[src/rtl/feed_pkg.sv]
// Shared constants and state encodings for the order-feed message writer.
// The error counters of feed_buffer_writer exist only when FEED_ERR_CNT_EN is defined.
package feed_pkg;

  localparam int MSG_BYTES_DEF = 41;

  typedef enum logic [1:0] {
    SLOT_EMPTY   = 2'd0,
    SLOT_FILLING = 2'd1,
    SLOT_FULL    = 2'd2
  } slot_state_e;

  typedef enum logic [1:0] {
    RX_IDLE    = 2'd0,
    RX_RECV    = 2'd1,
    RX_DISCARD = 2'd2
  } rx_state_e;

endpackage

[src/rtl/feed_msg_slot.sv]
// One message slot: MSG_BYTES byte registers, byte write at an index and a whole-slot clear.
// Byte 0 is presented in the most significant byte of the flattened output.
module feed_msg_slot
  import feed_pkg::*;
#(
  parameter int MSG_BYTES = MSG_BYTES_DEF,
  parameter int IDX_W     = $clog2(MSG_BYTES + 1)
) (
  input  logic                   clk,
  input  logic                   reset,
  input  logic                   we,
  input  logic                   clear,
  input  logic [IDX_W-1:0]       idx,
  input  logic [7:0]             data,
  output logic [8*MSG_BYTES-1:0] bytes
);

  logic [7:0] mem [MSG_BYTES];

  // NOTE: the byte array is reset on purpose; the presented buffer must read as zero in reset.
  always_ff @(posedge clk or posedge reset) begin
    if (reset) begin
      for (int i = 0; i < MSG_BYTES; i++) mem[i] <= '0;
    end else if (clear) begin
      for (int i = 0; i < MSG_BYTES; i++) mem[i] <= '0;
    end else if (we) begin
      // NOTE: state registers take non-blocking assignments so every flop samples pre-edge values.
      mem[idx] <= data;
    end
  end

  for (genvar i = 0; i < MSG_BYTES; i++) begin : g_flat
    assign bytes[8*(MSG_BYTES-i)-1 -: 8] = mem[i];
  end

endmodule

[src/rtl/feed_buffer_writer.sv]
// Assembles framed stream bytes into two ping-pong message slots and presents the oldest full one.
// Define FEED_ERR_CNT_EN to add the saturating runt_cnt / giant_cnt drop counters.
module feed_buffer_writer
  import feed_pkg::*;
#(
  parameter int MSG_BYTES = MSG_BYTES_DEF,
  parameter int ERR_W     = 16
) (
  input  logic                   clk,
  input  logic                   reset,
  input  logic                   in_valid,
  input  logic [7:0]             in_data,
  input  logic                   in_sop,
  input  logic                   in_eop,
  output logic                   in_ready,
  output logic [8*MSG_BYTES-1:0] ff_buffer,
  output logic                   buffer_not_empty,
  input  logic                   system_free
`ifdef FEED_ERR_CNT_EN
  ,
  output logic [ERR_W-1:0]       runt_cnt,
  output logic [ERR_W-1:0]       giant_cnt
`endif
);

  localparam int CW = $clog2(MSG_BYTES + 1);

  rx_state_e   state, state_nx;
  slot_state_e slot_st [2];
  slot_state_e slot_nx [2];
  logic        wr_slot, wr_slot_nx, rd_ptr, rd_ptr_nx;
  logic [CW-1:0] count, count_nx, widx;
  logic        xfer, consume, any_empty, low_empty, tgt, we, clr;
  logic [8*MSG_BYTES-1:0] slot_data [2];
`ifdef FEED_ERR_CNT_EN
  logic [1:0]  runt_inc;
  logic        giant_inc;
`endif

  assign any_empty        = (slot_st[0] == SLOT_EMPTY) || (slot_st[1] == SLOT_EMPTY);
  assign low_empty        = (slot_st[0] != SLOT_EMPTY);
  assign in_ready         = !reset && ((state != RX_IDLE) || any_empty);
  assign xfer             = in_valid && in_ready;
  assign buffer_not_empty = (slot_st[rd_ptr] == SLOT_FULL);
  assign consume          = buffer_not_empty && system_free;
  assign ff_buffer        = slot_data[rd_ptr];

  always_comb begin
    // NOTE: every comb output gets a default first so no path leaves a latch behind.
    state_nx   = state;
    slot_nx    = slot_st;
    wr_slot_nx = wr_slot;
    count_nx   = count;
    tgt        = wr_slot;
    we         = 1'b0;
    clr        = 1'b0;
    widx       = count;
`ifdef FEED_ERR_CNT_EN
    runt_inc   = 2'd0;
    giant_inc  = 1'b0;
`endif
    if (consume) slot_nx[rd_ptr] = SLOT_EMPTY;

    if (xfer) begin
      if (in_sop) begin
        // A new sop while receiving abandons the current message and reuses its slot.
        if (state == RX_RECV) begin
`ifdef FEED_ERR_CNT_EN
          runt_inc = 2'd1;
`endif
        end else begin
          tgt = low_empty;
        end
        wr_slot_nx = tgt;
        we         = 1'b1;
        widx       = '0;
        if (in_eop && MSG_BYTES != 1) begin
          slot_nx[tgt] = SLOT_EMPTY;
          clr          = 1'b1;
          count_nx     = '0;
          state_nx     = RX_IDLE;
`ifdef FEED_ERR_CNT_EN
          runt_inc     = runt_inc + 2'd1;
`endif
        end else if (in_eop) begin
          slot_nx[tgt] = SLOT_FULL;
          count_nx     = '0;
          state_nx     = RX_IDLE;
        end else begin
          slot_nx[tgt] = SLOT_FILLING;
          count_nx     = CW'(1);
          state_nx     = RX_RECV;
        end
      end else if (state == RX_RECV) begin
        if (count == CW'(MSG_BYTES)) begin
          slot_nx[tgt] = SLOT_EMPTY;
          clr          = 1'b1;
          count_nx     = '0;
          state_nx     = in_eop ? RX_IDLE : RX_DISCARD;
`ifdef FEED_ERR_CNT_EN
          giant_inc    = 1'b1;
`endif
        end else begin
          we = 1'b1;
          if (in_eop) begin
            count_nx = '0;
            state_nx = RX_IDLE;
            if (count == CW'(MSG_BYTES - 1)) begin
              slot_nx[tgt] = SLOT_FULL;
            end else begin
              slot_nx[tgt] = SLOT_EMPTY;
              clr          = 1'b1;
`ifdef FEED_ERR_CNT_EN
              runt_inc     = 2'd1;
`endif
            end
          end else begin
            count_nx = count + CW'(1);
          end
        end
      end else if (state == RX_DISCARD && in_eop) begin
        state_nx = RX_IDLE;
      end
    end

    // Read pointer tracks the oldest full slot; it only moves when its slot stops being full.
    rd_ptr_nx = rd_ptr;
    if (slot_nx[rd_ptr] != SLOT_FULL && slot_nx[~rd_ptr] == SLOT_FULL) rd_ptr_nx = ~rd_ptr;
  end

  always_ff @(posedge clk or posedge reset) begin
    if (reset) begin
      state      <= RX_IDLE;
      slot_st[0] <= SLOT_EMPTY;
      slot_st[1] <= SLOT_EMPTY;
      wr_slot    <= 1'b0;
      rd_ptr     <= 1'b0;
      count      <= '0;
    end else begin
      state      <= state_nx;
      slot_st    <= slot_nx;
      wr_slot    <= wr_slot_nx;
      rd_ptr     <= rd_ptr_nx;
      count      <= count_nx;
    end
  end

  for (genvar k = 0; k < 2; k++) begin : g_slot
    feed_msg_slot #(.MSG_BYTES(MSG_BYTES), .IDX_W(CW)) u_slot (
      .clk   (clk),
      .reset (reset),
      .we    (we && (tgt == 1'(k))),
      .clear (clr && (tgt == 1'(k))),
      .idx   (widx),
      .data  (in_data),
      .bytes (slot_data[k])
    );
  end

`ifdef FEED_ERR_CNT_EN
  logic [ERR_W:0] runt_sum, giant_sum;
  assign runt_sum  = {1'b0, runt_cnt} + (ERR_W+1)'(runt_inc);
  assign giant_sum = {1'b0, giant_cnt} + (ERR_W+1)'(giant_inc);

  always_ff @(posedge clk or posedge reset) begin
    if (reset) begin
      runt_cnt  <= '0;
      giant_cnt <= '0;
    end else begin
      runt_cnt  <= runt_sum[ERR_W]  ? '1 : runt_sum[ERR_W-1:0];
      giant_cnt <= giant_sum[ERR_W] ? '1 : giant_sum[ERR_W-1:0];
    end
  end
`endif

endmodule
[config.mk]
export PLATFORM = sky130hd
export DESIGN_NAME = feed_buffer_writer
export DESIGN_NICKNAME = d
export VERILOG_FILES = /design/src/rtl/feed_pkg.sv /design/src/rtl/feed_msg_slot.sv /design/src/rtl/feed_buffer_writer.sv
export SDC_FILE = /design/constraint.sdc
export NUM_CORES = 1
export LEC_CHECK = 0
export BUFFER_PORTS_ARGS = -buffer_cell sky130_fd_sc_hd__buf_2
export CELL_PAD_IN_SITES_DETAIL_PLACEMENT = 0
export CELL_PAD_IN_SITES_GLOBAL_PLACEMENT = 1
export CORE_UTILIZATION = 25
export DETAILED_ROUTE_END_ITERATION = 8
export PLACE_DENSITY_LB_ADDON = 0.1
export REMOVE_ABC_BUFFERS = 1
export SLEW_MARGIN = 20
export SYNTH_ARGS = -nofsm -noshare
export SYNTH_HDL_FRONTEND = slang
export SYNTH_SLANG_ARGS = --single-unit
[constraint.sdc]
create_clock -name clk -period 20.6 [get_ports clk]
set_input_delay 3.09 -clock clk [delete_from_list [all_inputs] [get_ports clk]]
set_output_delay 3.09 -clock clk [all_outputs]
set_load 0.03 [all_outputs]
======== Word-level counts from Yosys, hierarchy flattened ========
Cells that the tools add are included.
operators by class
  add/sub/neg operators ................... 1
  muxes and demuxes ....................... 64
  bitwise logic cells ..................... 19
  reductions and logical operators ........ 26
  $lt $le $gt $ge ......................... 9
  equal/unequal tests ..................... 8
operators by type and width
  operator             number
  $mux 328             7
  $bwmux 328           2
  $demux 8 s6          1
  $mux 2               18
  $mux 6               6
  $mux 4               8
  $mux 1               18
  $logic_and 1x1->1    13
  $and 4x4->4          3
  $eq 6x6->1 const B   2
  $not 4->4            3
  $reduce_bool 2->1    5
  $ge 2x2->1 const B   4
  $mux 8               1
  $not 1->2            4
  $ge 7x7->1 const B   1
  $lt 7x1->1 const B   1
  $not 6->7            1
  $add 6x1->6 const B  1
  $demux 2 s1          3
  $eq 2x2->1 const B   3
  $lt 2x1->1 const B   3
  $and 2x2->2          2
  $logic_not 2->1      2
  other kinds (11)     15
storage, ports and cells
  word-level logic and storage cells ...... 215
  input bits .............................. 14
  output and inout bits ................... 330
  register bits ........................... 670

======== Depth between registers and ports, before layout ========
Gate-level depths: netlist (run 1).
  word-level depth ........................ 21
  depth in mapped cells ................... 9
  gate-level depth less buffers ........... 7

======== Modules after synthesis ========
A second synthesis (run 1) with hierarchy kept.
unflattened totals
  cell total of the unflattened synthesis .. 2770
  area total of the unflattened synthesis .. 34066.4 sq um
modules (own cells, without submodules)
  module              sequential area each (sq um)  area an instance (sq um)  cells each  times used
  feed_msg_slot       8207.9                        14624.0                   1145        2
  feed_buffer_writer  350.3                         4818.4                    480         1

======== Worst setup path after synthesis (run 1) ========
Ideal clock, no wire load.
  path kind ............................... input port to output port
  start ................................... input reset
  end ..................................... output in_ready
  path buffers ............................ 0
  required time ........................... 17510 ps
  cell stages on the path ................. 1
  data arrival time ....................... 3607 ps
  path slack .............................. 13903 ps
  cell sequence ........................... a31oi_1
on the way
  cells in the longest elaborated chain, start to end .. 2
RTL lines
  element                           line                      source
  start, declared                   feed_buffer_writer.sv:10  input logic reset,
  $logic_not 1->1 (no source line)  --
  $logic_and 1x1->1                 feed_buffer_writer.sv:42  assign in_ready = !reset && ((state != RX_IDLE) || any_empty);
  end, declared                     feed_buffer_writer.sv:15  output logic in_ready,
No other way between the ends.

======== Worst setup path after layout (run 1) ========
  start ................................... register rd_ptr
  end ..................................... output ff_buffer[234]
on the way
  cells in the longest elaborated chain, start to end .. 4
RTL lines
  element                                       line                       source
  start, declared                               feed_buffer_writer.sv:31   logic wr_slot, wr_slot_nx, rd_ptr, rd_ptr_nx;
  start signal, assigned                        feed_buffer_writer.sv:143  rd_ptr <= rd_ptr_nx;
  $not 1->2 (not written as such)               feed_buffer_writer.sv:46   assign ff_buffer = slot_data[rd_ptr];
  $mux 328 (not written as such) (3 in series)  feed_buffer_writer.sv:46
  end, declared                                 feed_buffer_writer.sv:16   output logic [8*MSG_BYTES-1:0] ff_buffer,
No other way between the ends. The select of a mux whose other input is x is not followed.

==> results.sh, run 1 <==
export IMPL_pre_cts_slack_ns=13.82
export IMPL_fin_crit_ns=7.11
export IMPL_cp_max_fo=146
export IMPL_p_total_uw=3410
export IMPL_area_growth_pct=20.4
export IMPL_dieArea_sq_um=118000
export IMPL_core_sq_um=116000
export IMPL_fmax_mhz=141
export IMPL_drv_slew=0
export IMPL_ys_warn_count=0
export IMPL_htreeDepth=3
export IMPL_synth_avg_cell_area_sq_um=13.6
export IMPL_dp_cells=3907
export IMPL_skew_ns=0.0199
export IMPL_start_util_pct=25.2
export IMPL_antenna_found_initial=3
export IMPL_grt_pass1_wl_mm=169
export IMPL_setup_tns_ns=0
export IMPL_worstSetupEndpointType="output pin"
export IMPL_die_y_um=344
export IMPL_die_x_um=344
export IMPL_post_cts_resized=0
export IMPL_ant_nets=0
export IMPL_synth_seq_cells=670
export IMPL_synthFlopType="dfrtp_1"
export IMPL_startpoint_type="register"
export IMPL_status="finished, final reports clean"
export IMPL_io_pins=344
export IMPL_drv_cap=0
export IMPL_grt_overflow=0
export IMPL_hold_buffers=0
export IMPL_row_count=125
export IMPL_dpl_hpwl_mm=70.1
export IMPL_clockBufferDepth=3
export IMPL_crit_required_ns=17.51
export IMPL_p_leak_uw=0.0159
export IMPL_syn_cell_area_sq_um=29200
export IMPL_drcViolationCount=0
export IMPL_rrSetupSlack_ns=17.08
export IMPL_fin_ws_ns=13.49
export IMPL_insertion_delay_ns=0.66
export IMPL_grt_usage_pct=19.8
export IMPL_slew_headroom_pct=28.8
export IMPL_ys_seq_area_share_pct=57.3
export IMPL_most_common_layout_cells="dfrtp_1, o2bb2ai_1, buf_2"
export IMPL_postCtsSetupBuffers=0
export IMPL_grt_max_degree=158
export IMPL_vias=21000
export IMPL_synth_cell_types=59
export IMPL_first_pass_iters=5
export IMPL_synth_edff_count=0
export IMPL_fin_nets=2485
export IMPL_port_buffers=343
export IMPL_wl_mm=119
export IMPL_gp_congestion=0.777
export IMPL_placed_cell_area_sq_um=32500
export IMPL_layout_commonest_cell="dfrtp_1"
export IMPL_root_buffer="clkbuf_16"
export IMPL_hp_class="register to register"
export IMPL_drt_initial_drc_count=1330
export IMPL_cts_made_buffers=83
export IMPL_wl_per_cell_um=29.3
export IMPL_vdd_drop_max_mv=0.0503
export IMPL_cp_arrival_ns=4.02
export IMPL_cts_sink_count=670
export IMPL_cts_clk_slew_worst_paths_ns=0.06
export IMPL_grt_pass1_vias=22100
export IMPL_rsz0062_at_grt="false"
export IMPL_cellPowerDensity_nw_per_um2=96.9
export IMPL_syn_inst=2156
export IMPL_drive_gt1_share_pct=37.3
export IMPL_fin_crit_sh_pct=34.5
export IMPL_hold_viol=0
export IMPL_fin_area_sq_um=35200
export IMPL_tritoncts="yes"
export IMPL_viasPerCell=5.20
export IMPL_crit_type="register to output pin"
export IMPL_worstMarginPinSlew_ns=1.07
export IMPL_final_setup_viol_count=0
export IMPL_fin_cells=4050
export IMPL_async_reset_ff_share_pct=100
==> metal layers <==
layer | track usage [%] | routed length (um) | vias to the layer above
met3 | 3.46 | 5620 | 136
met2 | 30.7 | 53900 | 569
li1 | - | - | 9122
met1 | 28.4 | 56800 | 11200
met5 | 0 | 0 | -
met4 | 5.09 | 2320 | 0
==> power by group <==
| part | internal (uW) | leakage [uW] | switching [uW] |
|---|---|---|---|
| clock | 864 | 0.00133 | 591 |
| sequential | 1390 | 0.00929 | 49.3 |
| combinational | 144 | 0.00527 | 373 |
| total | 2400 | 0.0159 | 1010 |
==> path summary, 6_finish.rpt <==
kind | startpoint | end | depth (start not counted)
worst min register to register | g_slot[1].u_slot.bytes[115] | g_slot[1].u_slot.bytes[115] | 1
max in group asynchronous | reset | g_slot[0].u_slot.bytes[211] | 5
min in group asynchronous | reset | g_slot[1].u_slot.bytes[316] | 2
worst min-delay path | g_slot[1].u_slot.bytes[115] | g_slot[1].u_slot.bytes[115] | 1
worst max-delay path | rd_ptr | ff_buffer[234] | 4
worst max register to register | state[1] | g_slot[0].u_slot.bytes[138] | 7
==> state kept, by name (all words and copies together), names as in the netlist <==
register	flops
state	2
wr_slot	1
g_slot.u_slot.bytes	656
rd_ptr	1
slot_st	4
count	6
==> stage by stage <==
| step | hold slack [ns] | utilization, % |
|---|---|---|
| floorplan | 0.451 | - |
| global placement | 0.465 | 28.0 |
| detailed placement | 0.468 | 28.0 |
| CTS | 0.483 | 30.3 |
| global route | 0.491 | 30.3 |
| finish | 0.480 | 30.3 |
==> kinds of logic (layout without fill, tap and decap cells) <==
| kind of cell | count (synthesis) | count (layout) | share of synthesized area, % |
|---|---|---|---|
| fa+ha+maj | 4 | 4 | 0.163 |
| flops | 670 | 670 | 57.3 |
| compound gates | 801 | 801 | 24.2 |
| simple gates | 198 | 198 | 3.24 |
| mux | 329 | 329 | 12.7 |
| other cells | 0 | 1 | 0 |
| buf+inv | 154 | 523 | 2.42 |
==> area by class of cell <==
class	instances	area (sq um)
tap	1524	1910
timing repair buffer	373	1980
clock buffer	123	2480
sequential	670	16800
multi-input combinational	1332	11800
fill	11700	80800
inverter	8	37.5
antenna	1	2.50
clock inverter	19	193
==> critical path: stages (launching register included) <==
cell	delay, ns
dfrtp_4	0.92
buf_12	0.69
buf_4	0.86
mux2_2	0.46
buf_2	0.19
==> cell usage after synthesis, types with 4 or more instances <==
cell type	number	area share (%)
buf_6	4	0.15
buf_4	16	0.41
clkbuf_1	91	1.2
buf_2	32	0.55
o21ai_2	74	2.2
o31ai_1	7	0.18
nand3_1	9	0.15
o21ai_4	13	0.72
o21ai_1	4	0.068
nor3_2	4	0.14
inv_1	7	0.090
dfrtp_1	670	57
o2bb2ai_1	544	16
a22o_1	80	2.4
o21ai_0	11	0.19
mux2_2	328	13
o21a_1	10	0.26
nor3_1	38	0.65
and3b_1	4	0.12
a21oi_1	6	0.10
or3_1	5	0.11
a32o_1	32	1.1
nand2b_1	6	0.13
nor2_1	16	0.21
nand2_1	94	1.2
(Power assumes the default switching activity.)
==> run 2, diff against run 1 <==
Settings changed: ABC_AREA set to 1.
Clock period 20.6 ns to 6.3 ns, I/O delays scaled along.
==> run 2 against run 1 <==
Hold slack got worse by 0.15 ns. Worst setup slack got worse by 11 ns. Count of clock-buffer cells in the layout increased by 21. Synthesized cell count increased by 100%. Wire length increased by 13%. Highest routed layer is now met5.
==> results.sh, run 2 <==
export IMPL_cp_num_buf_inv=3
export IMPL_skew_ns=0.0133
export IMPL_cp_max_fo=124
export IMPL_cellPowerDensity_nw_per_um2=355
export IMPL_setup_tns_ns=0
export IMPL_cp_startpoint="rd_ptr"
export IMPL_register_area_sq_um=16800
export IMPL_synth_common_cells="nand2_1, dfrtp_1, nand4_1"
export IMPL_cts_sink_count=670
export IMPL_htreeDepth=3
export IMPL_post_cts_resized=0
export IMPL_synth_largest_area_cell="dfrtp_1"
export IMPL_viasPerCell=4.68
export IMPL_die_y_um=364
export IMPL_synth_edff_count=0
export IMPL_synth_cell_types=35
export IMPL_post_route_util_pct=29.8
export IMPL_dieArea_sq_um=133000
export IMPL_grt_usage_pct=19.9
export IMPL_status="finished, final reports clean"
export IMPL_hold_viol=0
export IMPL_layout_commonest_cell="nand2_1"
export IMPL_crit_required_ns=5.35
export IMPL_rrSetupSlack_ns=2.46
export IMPL_multi_input_area_sq_um=14300
export IMPL_hp_class="input port to async pin"
export IMPL_worst_path_stages=5
export IMPL_clockBufferDepth=3
export IMPL_drv_slew=0
export IMPL_slowest_delay_ns=0.75
export IMPL_crit_type="register to output pin"
export IMPL_startpoint_type="register"
export IMPL_vias=29500
export IMPL_port_buffers=343
export IMPL_synth_top_area_share_pct=51.1
export IMPL_synthFlopType="dfrtp_1"
export IMPL_drcViolationCount=0
export IMPL_reg2reg_to="g_slot[1].u_slot.bytes[321]"
export IMPL_endpoint="ff_buffer[121]"
export IMPL_area_growth_pct=17.7
export IMPL_most_common_layout_cells="nand2_1, dfrtp_1, nand4_1"
export IMPL_fin_nets=4505
export IMPL_wl_per_cell_um=21.3
export IMPL_postCtsSetupBuffers=0
export IMPL_start_util_pct=25.3
export IMPL_gp_congestion=0.748
export IMPL_fillCellCount=14300
export IMPL_wl_mm=134
export IMPL_cts_made_buffers=88
export IMPL_p_leak_uw=0.0215
export IMPL_grt_max_degree=177
export IMPL_antenna_found_initial=5
export IMPL_crit_top_cell="nand2_1"
export IMPL_crit_slowest_cell="dfrtp_4"
export IMPL_crit_family="buffers and inverters"
export IMPL_worstMarginPinSlew_ns=1.10
export IMPL_die_x_um=364
export IMPL_cts_clk_slew_worst_paths_ns=0.06
export IMPL_path_cells="inv_8 -> buf_4 -> nand2_1 -> nand2_1 -> buf_2"
export IMPL_fin_crit_ns=4.29
export IMPL_insertion_delay_ns=0.66
export IMPL_largest_register_ffs=656
export IMPL_r2r_start="count[1]"
export IMPL_r2r_cells=11
export IMPL_ant_nets=0
export IMPL_core_sq_um=130000
export IMPL_tritoncts="yes"
export IMPL_yosysMostFrequentCell="nand2_1"
export IMPL_async_reset_ff_share_pct=100
export IMPL_final_setup_viol_count=0
export IMPL_drive_gt1_share_pct=13.1
export IMPL_row_count=132
export IMPL_grt_pass1_vias=29300
export IMPL_synth_seq_cells=670
export IMPL_slew_headroom_pct=26.7
export IMPL_rsz0062_at_grt="false"
export IMPL_io_pins=344
export IMPL_drv_cap=0
export IMPL_fin_hold_ws_ns=0.332
export IMPL_syn_inst=4334
export IMPL_synth_top_cells_by_area="dfrtp_1, nand2_1, nand4_1"
export IMPL_ys_warn_count=0
export IMPL_fin_crit_sh_pct=68.2
export IMPL_dpl_hpwl_mm=76.9
export IMPL_cp_arrival_ns=3.35
export IMPL_fmax_mhz=233
export IMPL_grt_pass1_wl_mm=200
export IMPL_root_buffer="clkbuf_16"
export IMPL_vdd_drop_max_mv=0.241
export IMPL_drt_initial_drc_count=2172
export IMPL_grt_overflow=0
export IMPL_syn_cell_area_sq_um=32800
export IMPL_worstSetupEndpointType="output pin"
export IMPL_ys_seq_area_share_pct=51.1
export IMPL_hold_buffers=0
export IMPL_first_pass_iters=5
export IMPL_synth_avg_cell_area_sq_um=7.57
-- run 2: cells by family (layout without fill, tap and decap cells) --
kind of cell,Yosys count,in the layout,synth area share [%]
other cells,0,1,0
fa+ha+maj,3,3,0.114
buf+inv,389,613,5.46
flops,670,670,51.1
compound gates,120,120,2.09
simple gates,3152,3152,41.2
-- run 2: final cells by class --
type	count	area share [%]
clock inverter	16	0.366
inverter	59	0.632
timing repair buffer	394	5.89
clock buffer	144	7.08
multi-input combinational	3275	37.0
sequential	670	43.4
antenna	1	0.00648
tap	1742	5.64
-- run 2: per-stage QoR --
| stage | setup slack, ns | instance area [sq um] | power, uW | cells |
|---|---|---|---|---|
| CTS | 1.87 | 38600 | 14000 | 6299 |
| finish | 2.01 | 38600 | 13700 | 6301 |
| detailed placement | 1.80 | 35700 | 8780 | 6139 |
| global placement | 1.83 | 35700 | 8780 | 6139 |
| global route | 1.79 | 38600 | 14400 | 6300 |
| floorplan | -19.69 | 31300 | 7120 | 4004 |
-- run 2: worst min-delay path by stage --
| stage | slack (ns) | startpoint | to |
|---|---|---|---|
| floorplan | 0.44 | g_slot[1].u_slot.bytes[100] | g_slot[1].u_slot.bytes[100] |
| global placement | 0.45 | g_slot[1].u_slot.bytes[106] | g_slot[1].u_slot.bytes[106] |
| detailed placement | 0.46 | g_slot[1].u_slot.bytes[45] | g_slot[1].u_slot.bytes[45] |
| CTS | 0.32 | reset | g_slot[0].u_slot.bytes[169] |
| global route | 0.35 | reset | g_slot[0].u_slot.bytes[169] |
| finish | 0.33 | reset | g_slot[1].u_slot.bytes[264] |
-- run 2: power by group --
part           internal [uW]  switching, uW
logic                    707           2840
clock network           3030           2070
registers               4730            335
total                   8470           5240
-- run 2: metal layers --
| layer | wire length, um | up-vias | GRT usage, % |
|---|---|---|---|
| met3 | 4840 | 126 | 2.41 |
| met1 | 64500 | 14400 | 28.6 |
| met5 | 23 | - | 0 |
| li1 | - | 14400 | - |
| met2 | 62100 | 552 | 31.7 |
| met4 | 2630 | 4 | 4.65 |
